`config.mk`:
```
export PLATFORM = sky130hd
export DESIGN_NAME = weight_stream_bram
export DESIGN_NICKNAME = d
export VERILOG_FILES = /design/src/rtl/ann_pkg.sv /design/src/rtl/weight_skid_fifo.sv /design/src/rtl/weight_stream_bram.sv
export SDC_FILE = /design/constraint.sdc
export NUM_CORES = 1
export LEC_CHECK = 0
export CAP_MARGIN = 20
export CORE_ASPECT_RATIO = 1.2
export CORE_MARGIN = 1.5
export CORE_UTILIZATION = 55
export CTS_CLUSTER_SIZE = 16
export DETAILED_ROUTE_END_ITERATION = 7
export HOLD_SLACK_MARGIN = 0.06
export PLACE_DENSITY = 0.79
export REMOVE_ABC_BUFFERS = 1
export SKIP_CTS_REPAIR_TIMING = 1
export SLEW_MARGIN = 5
export SYNTH_ARGS = -nofsm -noshare
export SYNTH_HDL_FRONTEND = slang
export SYNTH_SLANG_ARGS = --single-unit
export TNS_END_PERCENT = 1
```
`constraint.sdc`:
```
create_clock -name CLK -period 3 [get_ports CLK]
set_input_delay 0.6 -clock CLK [delete_from_list [all_inputs] [get_ports CLK]]
set_output_delay 0.6 -clock CLK [all_outputs]
set_load 0.05 [all_outputs]
```
`src/rtl/ann_pkg.sv`:
```
// Shared ANN datapath types: weight word format and weight-stream FSM states.
package ann_pkg;

    localparam int DATA_W_DEF = 16;
    localparam int DEPTH_DEF  = 28;

    typedef logic signed [DATA_W_DEF-1:0] weight_t;

    typedef enum logic {
        S_IDLE   = 1'b0,
        S_STREAM = 1'b1
    } ws_state_t;

    function automatic int addr_w(input int depth);
        return (depth > 1) ? $clog2(depth) : 1;
    endfunction

endpackage

```
`src/rtl/weight_skid_fifo.sv`:
```
// Two-entry output buffer between the weight RAM read port and the MAC handshake.
module weight_skid_fifo #(
    parameter int W = 17
) (
    input  logic         i_clk,
    input  logic         i_rst,
    input  logic         i_push,
    input  logic [W-1:0] i_din,
    input  logic         i_pop,
    output logic         o_valid,
    output logic [W-1:0] o_dout,
    output logic [1:0]   o_count
);

    logic [W-1:0] r_mem [2];
    logic         r_wptr;
    logic         r_rptr;
    logic [1:0]   r_count;

    always_ff @(posedge i_clk or posedge i_rst) begin
        if (i_rst) begin
            r_mem[0] <= '0;
            r_mem[1] <= '0;
            r_wptr   <= 1'b0;
            r_rptr   <= 1'b0;
            r_count  <= 2'd0;
        end else begin
            if (i_push) begin
                r_mem[r_wptr] <= i_din;
                r_wptr        <= ~r_wptr;
            end
            if (i_pop) begin
                r_rptr <= ~r_rptr;
            end
            r_count <= r_count + {1'b0, i_push} - {1'b0, i_pop};
        end
    end

    assign o_valid = (r_count != 2'd0);
    assign o_dout  = r_mem[r_rptr];
    assign o_count = r_count;

endmodule

```
`src/rtl/weight_stream_bram.sv`:
```
// Per-neuron weight store: block RAM, host rewrite port, and a
// valid/ready burst streamer with wrap-around addressing.
module weight_stream_bram
    import ann_pkg::*;
#(
    parameter int DATA_W    = DATA_W_DEF,
    parameter int DEPTH     = DEPTH_DEF,
    parameter int ADDR_W    = addr_w(DEPTH),
    parameter     INIT_FILE = "weight_0_0.txt"
) (
    input  logic              CLK,
    input  logic              RST,
    input  logic              LD_WE,
    input  logic [ADDR_W-1:0] LD_ADDR,
    input  logic [DATA_W-1:0] LD_DATA,
    output logic              LD_ERR,
    input  logic              START,
    input  logic [ADDR_W-1:0] BASE,
    input  logic [ADDR_W:0]   LEN,
    output logic              W_VALID,
    input  logic              W_READY,
    output logic [DATA_W-1:0] W_DATA,
    output logic              W_LAST,
    output logic              BUSY
);

    localparam logic [ADDR_W-1:0] LAST_ADDR = ADDR_W'(DEPTH - 1);
    localparam logic [ADDR_W:0]   LEN_MAX   = (ADDR_W + 1)'(DEPTH);
    localparam logic [ADDR_W:0]   ONE_L     = (ADDR_W + 1)'(1);

    (* ram_style = "block" *)
    logic [DATA_W-1:0] r_ram [DEPTH];

    ws_state_t         r_state;
    ws_state_t         w_state_nxt;
    logic [ADDR_W-1:0] r_rd_addr;
    logic [ADDR_W:0]   r_issued;
    logic [ADDR_W:0]   r_len;
    logic              r_rd_vld;
    logic              r_rd_last;
    logic [DATA_W-1:0] r_rd_data;
    logic              r_ld_err;

    logic              w_busy;
    logic              w_start_ok;
    logic              w_wr_ok;
    logic              w_issue;
    logic              w_pop;
    logic              w_fifo_valid;
    logic [DATA_W:0]   w_fifo_dout;
    logic [1:0]        w_fifo_cnt;
    logic [2:0]        w_occ;
    logic [ADDR_W:0]   w_issued_inc;
    logic [ADDR_W-1:0] w_addr_nxt;

    assign w_busy       = (r_state == S_STREAM);
    assign w_start_ok   = START && (LEN != '0) && (LEN <= LEN_MAX)
                          && (BASE <= LAST_ADDR);
    assign w_wr_ok      = LD_WE && !w_busy && (LD_ADDR <= LAST_ADDR);
    assign w_pop        = w_fifo_valid && W_READY;
    assign w_issued_inc = r_issued + ONE_L;
    assign w_addr_nxt   = (r_rd_addr == LAST_ADDR) ? '0
                          : r_rd_addr + ADDR_W'(1);

    // Words buffered or in flight after this edge; a new read lands one
    // cycle later, so it needs that count to leave a free slot.
    assign w_occ   = {1'b0, w_fifo_cnt} + {2'b0, r_rd_vld} - {2'b0, w_pop};
    assign w_issue = w_busy && (r_issued != r_len) && (w_occ <= 3'd1);

    always_comb begin
        w_state_nxt = r_state;
        unique case (r_state)
            S_IDLE: begin
                if (w_start_ok) begin
                    w_state_nxt = S_STREAM;
                end
            end
            S_STREAM: begin
                if (w_pop && w_fifo_dout[DATA_W]) begin
                    w_state_nxt = S_IDLE;
                end
            end
            default: w_state_nxt = S_IDLE;
        endcase
    end

    always_ff @(posedge CLK or posedge RST) begin
        if (RST) begin
            r_state   <= S_IDLE;
            r_rd_addr <= '0;
            r_issued  <= '0;
            r_len     <= '0;
            r_rd_vld  <= 1'b0;
            r_rd_last <= 1'b0;
            r_ld_err  <= 1'b0;
        end else begin
            r_state   <= w_state_nxt;
            r_ld_err  <= LD_WE && !w_wr_ok;
            r_rd_vld  <= w_issue;
            r_rd_last <= w_issue && (w_issued_inc == r_len);
            if (!w_busy && w_start_ok) begin
                r_rd_addr <= BASE;
                r_issued  <= '0;
                r_len     <= LEN;
            end else if (w_issue) begin
                r_rd_addr <= w_addr_nxt;
                r_issued  <= w_issued_inc;
            end
        end
    end

    // RAM array and read register carry no reset so they map onto block RAM.
    always_ff @(posedge CLK) begin
        if (w_wr_ok) begin
            r_ram[LD_ADDR] <= LD_DATA;
        end
        if (w_issue) begin
            r_rd_data <= r_ram[r_rd_addr];
        end
    end

    weight_skid_fifo #(
        .W (DATA_W + 1)
    ) u_skid (
        .i_clk   (CLK),
        .i_rst   (RST),
        .i_push  (r_rd_vld),
        .i_din   ({r_rd_last, r_rd_data}),
        .i_pop   (w_pop),
        .o_valid (w_fifo_valid),
        .o_dout  (w_fifo_dout),
        .o_count (w_fifo_cnt)
    );

    assign W_VALID = w_fifo_valid;
    assign W_DATA  = w_fifo_dout[DATA_W-1:0];
    assign W_LAST  = w_fifo_valid && w_fifo_dout[DATA_W];
    assign BUSY    = w_busy;
    assign LD_ERR  = r_ld_err;

endmodule

```
==> results of run 1 <==
## power groups by stage
stage	Clock, mW	Sequential [mW]	Combinational, mW
2_1_floorplan	0	9.60	4.35
3_3_place_gp	0	9.37	6.54
5_1_grt	6.25	9.33	7.12
6_report	5.89	9.25	6.72
3_5_place_dp	0	9.41	6.66
4_1_cts	5.98	9.26	6.75
## cells in the final DEF (no fill, tap or decap), types with 11 or more instances in the layout
cell | synthesis | layout
edfxtp_1 | 464 | 464
mux4_2 | 91 | 91
buf_4 | 8 | 77
mux2_2 | 75 | 75
dfrtp_1 | 59 | 56
clkdlybuf4s50_1 | 0 | 56
nor2_1 | 54 | 54
clkbuf_16 | 0 | 51
nand2_1 | 32 | 32
mux2i_1 | 26 | 26
a21oi_1 | 24 | 24
o22ai_1 | 24 | 24
o21ai_0 | 16 | 16
clkbuf_1 | 16 | 13
or3_1 | 11 | 11
mux4_1 | 11 | 11
## per-stage QoR
step                std cells  util, %  setup TNS (ps)
finish                   1681     64.2               0
global route             1681     64.2               0
CTS                      1681     64.2               0
detailed placement       1591     60.1           -4880
global placement         1591     60.1           -3040
floorplan                 975        -          -34780
## tightest hold or removal path: stages
cell and delay, ps:
clkdlybuf4s50_1 410, inv_2 70, buf_12 280
## cell type report
cell class                 instances  area [um2]
fill                            2401       13200
sequential                       523       15400
tap                              474         593
timing repair buffer             142        1320
clock buffer                      67        1370
multi-input combinational        441        4790
clock inverter                    23         163
inverter                          11        41.3
## routing by layer
metal  up-vias  global-route usage [%]
met5         -                       0
met4         2                    8.89
met3       123                    3.75
met2       507                    38.1
met1      5333                    30.0
li1       4439                       -
## path summary, 6_finish.rpt
kind	to	slack, ps	depth (start not counted)	from
worst max-delay path	r_rd_addr[2]$_DFFE_PP0P_	150	14	u_skid.o_count[1]$_DFF_PP0_
worst min-delay path	u_skid.r_mem[14]$_DFFE_PP0P_	420	3	RST
worst max register to register	r_rd_addr[2]$_DFFE_PP0P_	150	14	u_skid.o_count[1]$_DFF_PP0_
worst min register to register	u_skid.r_mem[11]$_DFFE_PP0P_	500	1	r_rd_data[11]$_DFFE_PP_
max in group asynchronous	r_rd_addr[0]$_DFFE_PP0P_	2290	3	RST
min in group CLK	u_skid.r_mem[11]$_DFFE_PP0P_	500	1	r_rd_data[11]$_DFFE_PP_
## cells by family after synthesis
| kind of cell | count (synthesis) | share of synthesized area [%] |
|---|---|---|
| adder cells (fa/ha/maj) | 5 | 0.341 |
| XOR/XNOR | 15 | 0.639 |
| AND/OR/NAND/NOR | 128 | 2.84 |
| multiplexers | 204 | 16.8 |
| buffers and inverters | 62 | 1.76 |
| flip-flops | 523 | 74.9 |
| AO/OA/AOI/OAI | 89 | 2.69 |
## flip-flops by register name, indices dropped and copies added (netlist names), 2 cells and up
signal          cells
r_rd_addr           5
u_skid.r_mem       34
r_rd_data          16
r_ram             448
r_len               6
u_skid.o_count      2
r_issued            6
## cell usage after synthesis (2+ instances only)
cell / instances / area, um2
dfrtp_1: 59 / 1480
mux2i_1: 26 / 260
clkbuf_1: 16 / 60.1
o311ai_0: 2 / 17.5
a31oi_1: 3 / 18.8
nor2_1: 54 / 203
or2_2: 2 / 12.5
nor3_1: 4 / 20.0
and3_1: 2 / 12.5
nand2b_1: 4 / 25.0
or3_1: 11 / 68.8
mux4_1: 11 / 289
buf_4: 8 / 60.1
edfxtp_1: 464 / 13900
o211ai_1: 2 / 15.0
xnor2_1: 7 / 61.3
buf_6: 8 / 90.1
inv_1: 11 / 41.3
buf_2: 14 / 70.1
xor2_1: 8 / 70.1
o221ai_1: 4 / 35.0
a21o_1: 4 / 30.0
o21ai_0: 16 / 80.1
mux2_2: 75 / 845
nand2_1: 32 / 120
mux4_2: 91 / 2050
a21oi_1: 24 / 120
buf_8: 2 / 30.0
ha_1: 4 / 50.1
o22ai_1: 24 / 150
a22o_1: 2 / 17.5
buf_1: 3 / 11.3
nor2b_1: 3 / 18.8
nand4_1: 3 / 18.8
nand3_1: 6 / 30.0
==> results.md, run 1 <==
* Status: completed
* Final WL at 43100 um
* Critical Path Sink Type: flop
* Net Sw Frac at 30.5%
* Critical path required time at 3460 ps
* CTS root buf: clkbuf_16
* Maximum vdd drop at 0.575 mV
* LEAKAGE at 8.03 nW
* Final slew viol count at 0
* Area grow syn2layout at 15.2%
* Placer congestion estimate at 0.830
* Critical-path top delay cell: fa_1
* Synthesized instance count at 1026
* Switching power at 6.66 mW
* Placed instance area at 22200 um2
* CTS tree: built
* Critical path class: reg -> reg
* Die ar. at 38600 um2
* Top delay family on crit path: adder cells
* Htree depth at 2
* Largest net degree at the start of global routing at 60
* CP arrival at 3310 ps
* WL per Instance at 25.6 um
* CP startpoint kind: flop
* Initial DRC count at 1053
* Register area share after synthesis at 74.9%
* Global route overflow at 0
* Syn Area/Cell at 20.0 um2
* Post-synthesis cell area at 20600 um2
* Yosys warns at 0
* Worst setup margin at 154 ps
* Worst slew margin at 33.5%
* Worst-Skew Late Latency at 560 ps
* Initial Util at 55.7%
* Comb power frac at 30.7%
* Synth cell types at 52
* Drt drc at 0
* Async set-reset flop share out of synthesis at 11.3%
* Part of the power in registers at 42.3%
* Top layer reached by signal wires: met5
* Clock Path Buffers at 3
* Max_cap viols at 0
* CP max FO at 22
* Worst hold path type: in -> async
* IO buf count at 56
* Initial antenna violation count at 3
* Vias per cell at 6.19
* Metal1 wirelength at 16400 um
* Die Y-Extent at 215 um
* Slew @ Worst Pin at 994 ps
* Clock transition at path regs at 60 ps
* Clock share of power at 26.9%
* Internal power at 15.2 mW
* Synth Flop Type: edfxtp_1
* Share of layout cells above drive strength 1 at 27.3%
* Setup slack after placement at -295 ps
* P per Cell Area at 923 nW/um2
* Hold_ws at 416 ps
* Final Critical Period at 2850 ps
* DRT antenna net count at 0
* Seq cells post-synth at 523
* Layout Skew at 11.8 ps
* Post-layout nets at 1210
* Number of core rows at 77
* First-pass GRT wire length at 65200 um
* Met3 Wirelength at 3370 um
* Fin area at 23700 um2
* Fin crit share at 94.9%
* Clk sinks at 523
* Crit-path cells: inv_2 > nand2_1 > nand2_1 > inv_1 > ha_1 > inv_1 > ha_1 > fa_1 > nand3b_1 > a21o_2 > inv_2 > buf_12 > a311oi_1 > nor3_1
* CP peak stage delay at 490 ps
* Final HPWL DP at 25700 um
* Vias at 10400
* Die W at 180 um
* EDFF count, synth at 464
* Buf/Inv on CP at 5
* Num CTS Buffers at 49
* DR WL met2 at 21600 um
* Final setup vio count at 0
* Core footprint at 36900 um2
* Final Power at 21.9 mW
* GRT Util Overall at 22.7%
* I/O pin total at 57
* Fmax at 351 MHz
* RSZ-0062 raised after global routing: no
* Vias in the first global route at 10700
* Drt pass-1 iters at 5
* Fin. Hold Viols at 0
* Diode count at 0
(Power assumes the default switching activity.)
==> run 2: changes to the inputs <==
- CORE_MARGIN: 1.5 -> 2
- SLEW_MARGIN: 5 -> default
==> run 2 against run 1 <==
Fmax shrank 0.98%. Setup slack lost 28 ps. Critical endpoint is now W_LAST. Utilization shrank 0.50 points. First-iteration DRC count grew 4.2%. Routed wire length grew 3.1%. Non-clock buffer count shrank 10. Register-to-register slack is essentially flat.
==> results.md, run 2 (same netlist as run 1, synthesis figures left out) <==
* Commonest non-fill, non-tap cells in the layout: edfxtp_1, mux4_2, mux2_2, buf_4
* Slew @ Worst Pin at 1010 ps
* Final WL at 44400 um
* CP startpoint kind: flop
* Clock Path Buffers at 3
* WL per Instance at 26.6 um
* Met3 Use GR at 3.93%
* Status: completed
* Largest reg by FF count: r_ram
* Number of core rows at 77
* Part of the power in registers at 42.4%
* Dpl cells at 1581
* Vias at 10600
* Htree depth at 2
* Initial DRC count at 1097
* GRT busiest layer: met2
* Area grow syn2layout at 14.3%
* Met2 usage at 39.6%
* Critical path class: reg -> out
* CTS root buf: clkbuf_16
* # fillers at 2395
* Final Power at 21.7 mW
* IO buf count at 56
* I/O pin total at 57
* CTS tree: built
* Final setup vio count at 0
* Clk sinks at 523
* DRT antenna net count at 0
* CP arrival at 2270 ps
* Hold_ws at 326 ps
* Initial Util at 55.7%
* Largest register FFs at 448
* P per Cell Area at 924 nW/um2
* Critical path required time at 2400 ps
* LEAKAGE at 7.92 nW
* Clock share of power at 26.7%
* Comb power frac at 30.9%
* Worst slew margin at 32.1%
* Max_cap viols at 0
* Commonest non-fill, non-tap cell in the layout: edfxtp_1
* Fmax at 348 MHz
* Critical Path Sink Type: primary output
* Fin cells at 1667
* Num CTS Buffers at 49
* First-pass GRT wire length at 66800 um
* Initial antenna violation count at 0
* Switching power at 6.69 mW
* CP max FO at 18
* Final Critical Period at 2870 ps
* RSZ-0062 raised after global routing: no
* Vias per cell at 6.34
* Global route overflow at 0
* Drt pass-1 iters at 5
* Drt drc at 0
* Final HPWL DP at 26500 um
* Share of layout cells above drive strength 1 at 26.2%
* Placer congestion estimate at 0.794
* Layout Skew at 21.6 ps
* Post-layout nets at 1200
* Worst hold path type: in -> async
* Internal power at 15.0 mW
* Final slew viol count at 0
* Met1 Usage GRT at 29.5%
* Fin crit share at 95.8%
* Fin. Hold Viols at 0
* GRT Util Overall at 22.9%
* Net Sw Frac at 30.8%
* Die ar. at 39000 um2
* Worst-Skew Late Latency at 570 ps
* Core footprint at 36900 um2
* Die Y-Extent at 216 um
* Vias in the first global route at 11100
* Die W at 181 um
* Clock transition at path regs at 60 ps
* Diode count at 0
* Maximum vdd drop at 0.482 mV
* Largest net degree at the start of global routing at 51
* Top Registers: r_ram x448, u_skid.r_mem x34, r_rd_data x16
## run 2: cell types whose count changed in the layout (fill, tap and decap cells not counted), sizes merged
cell,change
inv,-1
clkbuf,-2
clkinv,-2
clkinvlp,+1
buf,-10
## run 2: metal layers
metal,wire [um],vias up
li1,-,4412
met1,16900,5486
met3,3260,111
met2,22700,556
met5,0,-
met4,1480,0
## run 2: power groups by stage
stage | logic (mW) | clock network, mW | registers, mW
after floorplan | 4.35 | 0 | 9.60
after global placement | 6.51 | 0 | 9.33
after detailed placement | 6.64 | 0 | 9.36
after CTS | 6.74 | 5.87 | 9.22
after global routing | 7.13 | 6.12 | 9.29
final | 6.72 | 5.79 | 9.23
## run 2: critical path: stages, from the launching register on
cell and delay, ps:
dfrtp_1 370, buf_4 220, mux2i_1 160, a21oi_1 140, clkdlybuf4s50_1 820
## run 2: stage by stage
| step | cell area (um2) | util [%] | setup slack [ps] | setup TNS [ps] |
|---|---|---|---|---|
| after floorplan | 20200 | - | -1490 | -34780 |
| after global placement | 22000 | 59.7 | -159 | -3070 |
| after detailed placement | 22000 | 59.7 | -266 | -4910 |
| after CTS | 23500 | 63.7 | 83.2 | 0 |
| after global routing | 23500 | 63.7 | 38.9 | 0 |
| final | 23500 | 63.7 | 126 | 0 |
## run 2: final cells by class
type / instances / area [um2] / share of cell area, %
multi-input combinational: 441 / 4790 / 20.4
clock inverter: 21 / 153 / 0.649
timing repair buffer: 132 / 1180 / 5.02
tap: 474 / 593 / 2.52
clock buffer: 65 / 1330 / 5.65
sequential: 523 / 15400 / 65.6
inverter: 11 / 41.3 / 0.176
## run 2: path summary, 6_finish.rpt
check,from,to,slack (ps),depth (start not counted)
setup reg to reg,u_skid.o_count[1]$_DFF_PP0_,r_issued[4]$_DFFE_PP0P_,160,13
setup / recovery,u_skid.r_rptr$_DFFE_PP0P_,W_LAST,130,4
hold reg to reg,u_skid.r_mem[11]$_DFFE_PP0P_,u_skid.r_mem[11]$_DFFE_PP0P_,500,1
hold / removal,RST,r_rd_vld$_DFF_PP0_,330,2
min in group CLK,u_skid.r_mem[11]$_DFFE_PP0P_,u_skid.r_mem[11]$_DFFE_PP0P_,500,1
max in group asynchronous,RST,u_skid.r_mem[32]$_DFFE_PP0P_,2040,3
